<file path="src/rtl/scoreboard_pkg.sv">
// Shared constants for the register scoreboard.
// Holds core-wide word and register-file sizing defaults.
package scoreboard_pkg;

   localparam int WORD         = 32;
   localparam int DEF_NUM_REGS = 32;
   localparam int DEF_REG_SIZE = 5;
   localparam int DEF_MAX_LAT  = 4;

endpackage

</file>
<file path="src/rtl/scoreboard_sb_entry.sv">
// One scoreboard entry: pending-write bit plus latency countdown.
// Ports: clk, reset (async low), load/loadLat, clear -> busy, cnt.
module sb_entry #(
   parameter int LAT_W = 3
) (
   input  logic             clk,
   input  logic             reset,
   input  logic             load,
   input  logic [LAT_W-1:0] loadLat,
   input  logic             clear,
   output logic             busy,
   output logic [LAT_W-1:0] cnt
);

   // A new issue outranks a retiring write to the same register.
   always_ff @(posedge clk or negedge reset) begin
      if (!reset) begin
         busy <= 1'b0;
         cnt  <= '0;
      end else if (load) begin
         busy <= 1'b1;
         cnt  <= loadLat;
      end else if (clear) begin
         busy <= 1'b0;
         cnt  <= '0;
      end else if (cnt != '0) begin
         cnt <= cnt - LAT_W'(1);
      end
   end

endmodule

</file>
<file path="src/rtl/scoreboard.sv">
// Register scoreboard: tracks pending writes, raises RAW/WAW stall
// and bypass-ready flags. Ports: issue_*, flush, wb_* in;
// stall, fwd1_ready, fwd2_ready, busy_vec, pending_cnt out.
module scoreboard
   import scoreboard_pkg::*;
#(
   parameter  int NUM_REGS = DEF_NUM_REGS,
   parameter  int REG_SIZE = DEF_REG_SIZE,
   parameter  int MAX_LAT  = DEF_MAX_LAT,
   localparam int LAT_W    = $clog2(MAX_LAT + 1),
   localparam int CNT_W    = $clog2(NUM_REGS + 1)
) (
   input  logic                clk,
   input  logic                reset,
   input  logic                issue_valid,
   input  logic                issue_we,
   input  logic [REG_SIZE-1:0] issue_rd,
   input  logic [LAT_W-1:0]    issue_lat,
   input  logic [REG_SIZE-1:0] issue_rs1,
   input  logic [REG_SIZE-1:0] issue_rs2,
   input  logic                flush,
   input  logic                wb_valid,
   input  logic [REG_SIZE-1:0] wb_rd,
   output logic                stall,
   output logic                fwd1_ready,
   output logic                fwd2_ready,
   output logic [NUM_REGS-1:0] busy_vec,
   output logic [CNT_W-1:0]    pending_cnt
);

   logic [NUM_REGS-1:0] busy;
   logic [LAT_W-1:0]    cnt [NUM_REGS];
   logic [LAT_W-1:0]    satLat;
   logic                raw1;
   logic                raw2;
   logic                waw;
   logic                hit1;
   logic                hit2;
   logic                accept;
   logic                writesRd;
   logic [CNT_W-1:0]    popSum;

   assign busy[0] = 1'b0;
   assign cnt[0]  = '0;

   assign satLat = (issue_lat > LAT_W'(MAX_LAT))
                 ? LAT_W'(MAX_LAT) : issue_lat;

   always_comb begin
      raw1 = 1'b0;
      raw2 = 1'b0;
      hit1 = 1'b0;
      hit2 = 1'b0;
      waw  = 1'b0;
      if (issue_rs1 != '0 && busy[issue_rs1]) begin
         raw1 = (cnt[issue_rs1] != '0);
         hit1 = (cnt[issue_rs1] == '0);
      end
      if (issue_rs2 != '0 && busy[issue_rs2]) begin
         raw2 = (cnt[issue_rs2] != '0);
         hit2 = (cnt[issue_rs2] == '0);
      end
      // An older write that lands no earlier than ours would
      // overwrite our result, so hold the younger one.
      if (issue_we && issue_rd != '0 && busy[issue_rd])
         waw = (cnt[issue_rd] >= satLat);
   end

   // Gating with reset keeps outputs quiet while state is cleared.
   assign stall = reset && issue_valid && !flush
                && (raw1 || raw2 || waw);
   assign fwd1_ready = reset && issue_valid && hit1;
   assign fwd2_ready = reset && issue_valid && hit2;

   assign accept   = issue_valid && !flush && !stall;
   assign writesRd = accept && issue_we && issue_rd != '0;

   for (genvar i = 1; i < NUM_REGS; i++) begin : gEntry
      sb_entry #(
         .LAT_W(LAT_W)
      ) uEntry (
         .clk    (clk),
         .reset  (reset),
         .load   (writesRd && issue_rd == REG_SIZE'(i)),
         .loadLat(satLat),
         .clear  (wb_valid && wb_rd == REG_SIZE'(i)),
         .busy   (busy[i]),
         .cnt    (cnt[i])
      );
   end

   always_comb begin
      popSum = '0;
      for (int i = 0; i < NUM_REGS; i++)
         popSum = popSum + CNT_W'(busy[i]);
   end

   assign busy_vec    = busy;
   assign pending_cnt = popSum;

endmodule

</file>
<file path="config.mk">
export PLATFORM = sky130hd
export DESIGN_NAME = scoreboard
export DESIGN_NICKNAME = d
export VERILOG_FILES = /design/src/rtl/scoreboard_pkg.sv /design/src/rtl/scoreboard_sb_entry.sv /design/src/rtl/scoreboard.sv
export SDC_FILE = /design/constraint.sdc
export NUM_CORES = 1
export LEC_CHECK = 0
export CORE_MARGIN = 2
export CORE_UTILIZATION = 52
export DETAILED_ROUTE_END_ITERATION = 10
export PLACE_DENSITY = 0.81
export SETUP_SLACK_MARGIN = 0.15
export SLEW_MARGIN = 20
export SYNTH_ARGS = -nofsm -noshare
export SYNTH_HDL_FRONTEND = slang
export SYNTH_HIERARCHICAL = 1
export SYNTH_SLANG_ARGS = --single-unit
</file>
<file path="constraint.sdc">
create_clock -name clk -period 6.6 [get_ports clk]
set_clock_uncertainty 0.05 [all_clocks]
set_input_delay 1.65 -clock clk [delete_from_list [all_inputs] [get_ports clk]]
set_output_delay 1.65 -clock clk [all_outputs]
set_load 0.03 [all_outputs]
</file>
==> results of run 1 <==
-- layout by cell type, fill, tap and decap left out, types with 7 or more instances in the layout --
| cell | count |
|---|---|
| a21o_1 | 33 |
| inv_2 | 7 |
| a22o_1 | 33 |
| nand3_1 | 8 |
| clkdlybuf4s50_1 | 55 |
| xnor2_1 | 32 |
| dfrtp_2 | 11 |
| nor4_1 | 29 |
| nor3_1 | 31 |
| nor2_1 | 85 |
| nor2b_1 | 10 |
| dfrtp_1 | 113 |
| a21oi_1 | 22 |
| mux4_2 | 45 |
| mux2i_1 | 10 |
| nor4_2 | 22 |
| fa_1 | 21 |
| a32o_1 | 62 |
| nand2b_1 | 136 |
| nand2_1 | 24 |
| inv_1 | 177 |
| clkbuf_16 | 17 |
| buf_4 | 79 |
| a211oi_1 | 9 |
| o21ai_0 | 7 |
| ha_1 | 72 |
-- logic make-up (layout without fill, tap and decap cells) --
kind of cell,Yosys count,count (layout)
simple gates,369,369
buf+inv,226,364
compound gates,213,213
flops,124,124
fa+ha+maj,95,95
mux,58,58
xor+xnor,34,34
other cells,1,2
-- sequential cells by signal, summed over array words and instances, names as in the netlist --
register and count:
gEntry.uEntry/cnt 93, gEntry.uEntry/busy 31
-- cells in the mapped netlist, drive strengths merged (4+ instances only) --
library cell	number
clkbuf	17
buf	25
inv	184
nor4b	6
mux4	46
nand2	24
xnor2	33
a22o	33
o22ai	5
a31oi	4
nor2	85
nor4	51
a211oi	9
nor3	32
nand3	8
a21oi	26
a2111oi	4
nand2b	136
ha	72
nor2b	11
a21o	33
dfrtp	124
a32o	62
mux2i	10
o21ai	11
and3	4
fa	23
-- through the flow --
step           setup slack [ns]  std cells
2_1_floorplan            0.1068       1120
3_3_place_gp            -0.1018       1491
3_5_place_dp            -0.1856       1491
4_1_cts                 -0.5344       1524
5_1_grt                 -0.7057       1529
6_report                -0.5322       1529
-- path summary, 6_finish.rpt --
check	start	endpoint	slack (ns)	cells past startpoint
worst max-delay path	gEntry[24].uEntry/busy	pending_cnt[4]	-0.53	17
worst min-delay path	gEntry[13].uEntry/busy	gEntry[13].uEntry/busy	0.57	1
worst max register to register	gEntry[23].uEntry/cnt[0]	gEntry[9].uEntry/cnt[1]	2.37	14
worst min register to register	gEntry[13].uEntry/busy	gEntry[13].uEntry/busy	0.57	1
max in group asynchronous	reset	gEntry[26].uEntry/busy	3.69	3
min in group asynchronous	reset	gEntry[8].uEntry/cnt[0]	1.39	2
-- cell type report --
type                            instances  area share [%]
Clock buffer                           23           3.726
Inverter                              184           5.384
Sequential cell                       124           24.30
Timing Repair Buffer                  148           10.24
Clock inverter                          9          0.8681
Multi-Input combinational cell        770           52.83
Antenna cell                            1         0.01951
Tap cell                              270           2.634
-- worst reg2reg max path: cells and delay by family, from the launching register on --
family	cells	cell delay [ns]
DFF	1	0.48
AOI/OAI and AO/OA	5	0.77
and+or+nand+nor	4	1.12
buffers and inverters	2	0.45
muxes	2	1.02
adders and majority gates	1	0.23
-- per-layer routing --
layer  part of all wire, %  wire, um
met2                    44     16080
met4                   7.2      2606
met5                 0.036        13
met1                    35     12670
met3                    13      4880
-- where the power goes --
| part | switching, mW | internal (mW) |
|---|---|---|
| logic | 1.65 | 1.85 |
| registers | 0.525 | 1.11 |
| clock network | 0.369 | 0.587 |
| total | 2.54 | 3.55 |
-- repair_timing --
item,CTS,global route
buffers inserted,1,4
setup endpoints to repair,7,7
pin swaps,3,2
gates resized for setup,17,16
gates cloned,0,0
==> results.md, run 1 <==
* Placer Congestion at 1.023
* Layout fillers at 1652
* Initial antenna violation count at 2
* DRT Pass-1 Iters at 9
* Number of synthesized flops with an enable pin at 0
* Startpoint Class: register
* Max-cap viol count at 0
* Pins over their slew limit at 0
* Area of the multi-input gates at 6777 um2
* Warnings from Yosys at 6
* DRT iter0 DRCs at approximately 1400
* Post-route ant nets at 0
* Synth Register Bits at 124
* # rows at between 50 and 60
* Core Box Area at ~20000 um2
* Placed cell areas at 12180 um2
* Die area at 21890 um2
* PortBufs at between 60 and 70
* Core Util, Final at between 60 and 70%
* Die height at approximately 150 um
* Met3 Usage GRT at around 12%
* GRT Total Usage at about 34%
* CP Max Fanout at 2
* Final Hold Fails at 0
* Asr flop ratio synth at between 90% and 100%
* CP delay by family, top: adder cells
* First-pass GRT wire length at roughly 56000 um
* Mux share of post-synthesis cell area at a little over a tenth
* Syn Nets at roughly 1200
* Area of the mapped netlist at ~11000 um2
* Initial Util at 53.09%
* Clock-pin slew on the worst setup and hold paths at 0.06 ns
* DRT Wirelength at 36260 um
* Max_slew headroom at 42.42%
* Fraction of layout cells with a size suffix above 1 at ~18%
* Synth area leader: dfrtp_1
* Worst Max-Slew Pin Slew at approximately 0.86 ns
* Worst Setup Path Type: reg2out
* CTS buffer count at 17
* Status: finished, violations left
* RSZ-0062 raised after global routing: yes
* Clk buf depth at 2
* Avg Vias per Cell at around 6.7
* HP Class: reg2reg
* Max VDD drop at 0.4112 mV
* Largest net degree at the start of global routing at between 60 and 70
* Largest family of logic cells by synthesized area: simple AND/OR/NAND/NOR gates
* Worst-skew pair later-pin latency at roughly 0.43 ns
* Die X at between 100 and 150 um
* Post-layout net count at roughly 1400
* Vias in the first global route at between 10000 and 15000
* Worst Path Buf+Inv at 6
* Crit path arrival time at roughly 5.4 ns
* Grt met2 use at just over 50%
* Post-synthesis adder-cell area fraction at roughly an eighth
* CP max-delay cell: fa_1
* IO Pins at 70
* Failing checks: setup timing
* Power density over the cells at between 400 and 500 nW/um2
* Min Hold Slack at approximately 0.57 ns
* Max Freq at 140.2 MHz
* Seq/Total Area, Yosys at between 20 and 30%
* Setup tns final at -1.748 ns
* GRT Residual Overflow at 0
* Post-synth top flop: dfrtp_1
* Fin crit period at 7.132 ns
* CTS tree: yes
* CP cell instances: inv_1, fa_1, fa_1, inv_2, fa_1, inv_1, fa_1, fa_1, fa_1, inv_2, fa_2, buf_6, fa_2, a21o_1, a21oi_2, xnor2_2, buf_6
* Final instance area at around 13000 um2
* CTS root buf: clkbuf_16
* Max incr delay on CP at between 0.5 and 0.6 ns
* Post-route DRC at 0
* H-tree levels at 4
* Area growth, synth to finish at 19.03%
* Area contributors post-synth: dfrtp_1 (29%), mux4_2 (9.4%), ha_1 (8.4%), nand2b_1 (7.9%), inv_1 (6.3%)
* Area share of the largest cell type after synthesis at between 20% and 30%
* HPWL after DPL at 26530 um
* Instance count of the mapped netlist at between 1000 and 1500
* CTS sink count at 124
* Power Total at between 6 and 7 mW
* Post-Synth Simple-Gate Area at ~20%
* Endpoints failing setup at 5
* Yosys cell types at 64
* Post-synthesis compound-gate area fraction at about 16%
* Synth Area in XOR/XNOR at about 2.8%
* Worst Setup End Kind: primary output
* Post-cts hold buffer count at 0
* Syn_area_per_cell at approximately 9.6 um2
* Leak at between 5 and 6 nW
* GR Layer Usage met1 at 41.87%
* Average wire per standard cell at around 24 um
* Final period util at 108.1%
* Req. time, crit path at 4.90 ns
* Crit path top cell by count: fa_1
* GRT busiest layer: met2
* Reg area at 3117 um2
* Post-route worst setup slack at -0.5322 ns
* Vias at 10200
Power figures use the tool's default switching activity.
==> inputs of run 2 (changes only) <==
--- a/config.mk
+++ b/config.mk
@@ -8,7 +8,7 @@
 export CORE_MARGIN = 2
 export CORE_UTILIZATION = 52
 export DETAILED_ROUTE_END_ITERATION = 10
-export PLACE_DENSITY = 0.81
+export PLACE_DENSITY = 0.78
 export SETUP_SLACK_MARGIN = 0.15
 export SLEW_MARGIN = 20
 export SYNTH_ARGS = -nofsm -noshare
==> constraint.sdc (replaced) <==
create_clock -name clk -period 8.1 [get_ports clk]
set_clock_uncertainty 0.05 [all_clocks]
set_input_delay 2.025 -clock clk [delete_from_list [all_inputs] [get_ports clk]]
set_output_delay 2.025 -clock clk [all_outputs]
set_load 0.03 [all_outputs]
==> run 2 against run 1 <==
  * The run now ends clean
  * First-iteration DRC count decreased by 5.7%
  * Clock power shrank 21%
  * Sequential cell count did not move
  * Register-to-register slack improved by 1.1 ns
  * Via count fell by 5.0%
  * Sequential share of layout area grew 0.76 points
  * Combinational power shrank 24%
  * Critical path depth decreased by 4
  * Critical path type unchanged
  * Critical endpoint is now pending_cnt[1]
  * Largest cell class unchanged
  * Highest routed layer is now met4
==> results.md, run 2 (synthesized netlist as in run 1, its figures left out) <==
* Vias at 9692 (-5.0%)
* Worst reg2reg path endpoint: gEntry[12].uEntry/cnt[2]
* Area growth, synth to finish at 14.91%
* Switch Pwr at 1.970 mW (-23%)
* Pint at 2.764 mW (-22%)
* DRT iter0 DRCs at 1298 (-5.7%)
* DRT Pass-1 Iters at 7 (-2)
* Post-route ant nets at 0 (unchanged)
* Vias in the first global route at 9655 (-4.6%)
* Fin crit period at 7.747 ns
* Commonest non-fill, non-tap cell in the layout: inv_1
* Most flop-heavy register: gEntry.uEntry/cnt
* Die area at 21890 um2 (unchanged)
* Max reg flops at 93 (unchanged)
* Average wire per standard cell at 23.41 um (-1.3%)
* Fraction of layout cells with a size suffix above 1 at 12.25% (-5.7 points)
* Max Freq at 129.1 MHz
* Final period util at a little over nine tenths
* Sw Ratio at 41.61% (-0.12 points)
* Post-CTS setup repair buffer count at 0 (-1)
* RSZ-0062 raised after global routing: no
* Pins over their slew limit at 0 (unchanged)
* Endpoints failing setup at 0 (-5)
* Combinational Power Share at 56.0% (-1.4 points)
* Hold EP: gEntry[28].uEntry/busy
* Worst Max-Slew Pin Slew at 1.038 ns (+0.1745 ns)
* Req. time, crit path at 6.03 ns (+1.13 ns)
* GRT Residual Overflow at 0 (unchanged)
* PortBufs at 68 (unchanged)
* # rows at 52 (unchanged)
* GRT Total Usage at 32.60% (-1.3 points)
* IO Pins at 70 (unchanged)
* Max-cap viol count at 0 (unchanged)
* Avg Vias per Cell at 6.553 (-1.8%)
* GRT busiest layer: met2
* Most frequent cells in the layout: inv_1 (181), nand2b_1 (136), dfrtp_1 (124), nor2_1 (85), ha_1 (72)
* Worst Setup Path Type: reg2out
* CTS root buf: clkbuf_16
* CTS tree: yes
* Leak at 5.532 nW (-3.8%)
* Die X at 148.0 um (unchanged)
* Layout fillers at 1717 (+3.9%)
* Worst-skew pair later-pin latency at 0.43 ns (about the same)
* Non-filler cells, final at 1479 (-3.3%)
* Clock Power Share at 15.9% (+0.2 points)
* Hold path depth at 1 (unchanged)
* Post-route DRC at 0 (unchanged)
* Post-layout net count at 1322 (-3.4%)
* Crit path top cell by count: fa_1
* Hold path start: gEntry[28].uEntry/busy
* Core Box Area at 20300 um2 (unchanged)
* Status: finished clean
* Power density over the cells at 382.2 nW/um2 (-20%)
* Final instance area at 12380 um2 (-3.5%)
* HP Class: reg2reg
* Clk buf depth at 2 (unchanged)
* CTS sink count at 124 (unchanged)
* Clock-pin slew on the worst setup and hold paths at 0.06 ns (about the same)
* Met3 Usage GRT at 8.765% (-3.4 points)
* Placed cell areas at 11820 um2 (-2.9%)
* Grt met2 use at 51.44% (+0.35 points)
* Post-cts hold buffer count at 0 (unchanged)
* Max_slew headroom at 30.15% (-12 points)
* Crit path arrival time at 5.67 ns (+0.24 ns)
* Startpoint Class: register
* Setup tns final at 0 ns (+1.748 ns)
* Max incr delay on CP at 0.66 ns (+0.14 ns)
* Final Hold Fails at 0 (unchanged)
* CP cell instances: fa_1, inv_1, fa_1, inv_1, fa_1, inv_1, fa_1, fa_1, fa_1, inv_1, fa_1, fa_1, clkdlybuf4s50_1
* CTS buffer count at 17 (unchanged)
* GR Layer Usage met1 at 40.29% (-1.6 points)
* Max VDD drop at 0.2984 mV (-27%)
* Placer Congestion at 1.048 (+2.4%)
* First-pass GRT wire length at 54280 um (-3.9%)
* H-tree levels at 4 (unchanged)
* Initial Util at 53.09% (unchanged)
* Worst Setup End Kind: primary output
* HPWL after DPL at 26030 um (-1.9%)
* Post-placement cell count at 1449 (-2.8%)
* Die height at 148.0 um (unchanged)
* R2r setup slk at 3.48 ns (+1.11 ns)
* DRT Wirelength at 34630 um (-4.5%)
* Power Total at 4.733 mW (-22%)
* CP max-delay cell: clkdlybuf4s50_1
* Initial antenna violation count at 1 (-1)
* Seq pwr share at 28.1% (+1.2 points)
* FF-to-FF Start: gEntry[6].uEntry/cnt[0]
* Reg2Reg Depth at 16 (+2)
* CP Max Fanout at 6 (+4)
* Largest net degree at the start of global routing at 51 (-23%)
* Biggest regs: gEntry.uEntry/cnt: 93 flops, gEntry.uEntry/busy: 31 flops
## run 2: metal layers
| layer | vias up | routed length, um |
|---|---|---|
| li1 | 4169 | - |
| met1 | 4686 | 12850 |
| met2 | 667 | 15980 |
| met3 | 170 | 3614 |
| met4 | 0 | 2183 |
| met5 | - | 0 |
## run 2: area by class of cell
class	instances	area [um2]	area share (%)
Inverter	184	690.7	5.577
Clock buffer	21	460.4	3.718
Tap cell	270	337.8	2.728
Timing Repair Buffer	101	940.9	7.598
Sequential cell	124	3103	25.06
Multi-Input combinational cell	770	6753	54.53
Clock inverter	8	95.09	0.7679
Antenna cell	1	2.502	0.02021
## run 2: power groups by stage
stage	clock [mW]	combinational, mW	sequential, mW
6_report	0.753	2.65	1.33
5_1_grt	0.787	2.93	1.35
2_1_floorplan	0	2.02	1.19
3_5_place_dp	0	2.63	1.32
3_3_place_gp	0	2.50	1.31
4_1_cts	0.757	2.65	1.31
## run 2: worst max path at each step
stage | startpoint | end | slack [ns] | cells past startpoint
after floorplan | gEntry[1].uEntry/busy | pending_cnt[4] | 0.93 | 13
after global placement | issue_rd[0] | stall | 0.47 | 16
after detailed placement | issue_rd[0] | stall | 0.37 | 16
after CTS | gEntry[18].uEntry/busy | pending_cnt[4] | 0.21 | 16
after global routing | gEntry[18].uEntry/busy | pending_cnt[4] | 0.16 | 16
final | gEntry[18].uEntry/busy | pending_cnt[1] | 0.35 | 13
## run 2: critical path, delay by kind of cell, from the launching register on
kind | cells | cell delay (ns)
fa+ha+maj | 8 | 3.91
flops | 1 | 0.46
buf+inv | 5 | 0.87
## run 2: per-stage QoR
stage | setup slack (ns) | hold slack [ns] | utilization (%)
2_1_floorplan | 0.9300 | 0.5707 | -
3_3_place_gp | 0.4733 | 0.4835 | 58.23
3_5_place_dp | 0.3701 | 0.5103 | 58.23
4_1_cts | 0.2054 | 0.5225 | 60.96
5_1_grt | 0.1619 | 0.5314 | 61.00
6_report | 0.3531 | 0.5391 | 61.00
## run 2: repair_timing
item	CTS	global route
pin swaps	0	0
setup endpoints to repair	1	5
cloned	0	0
gates resized for setup	1	6
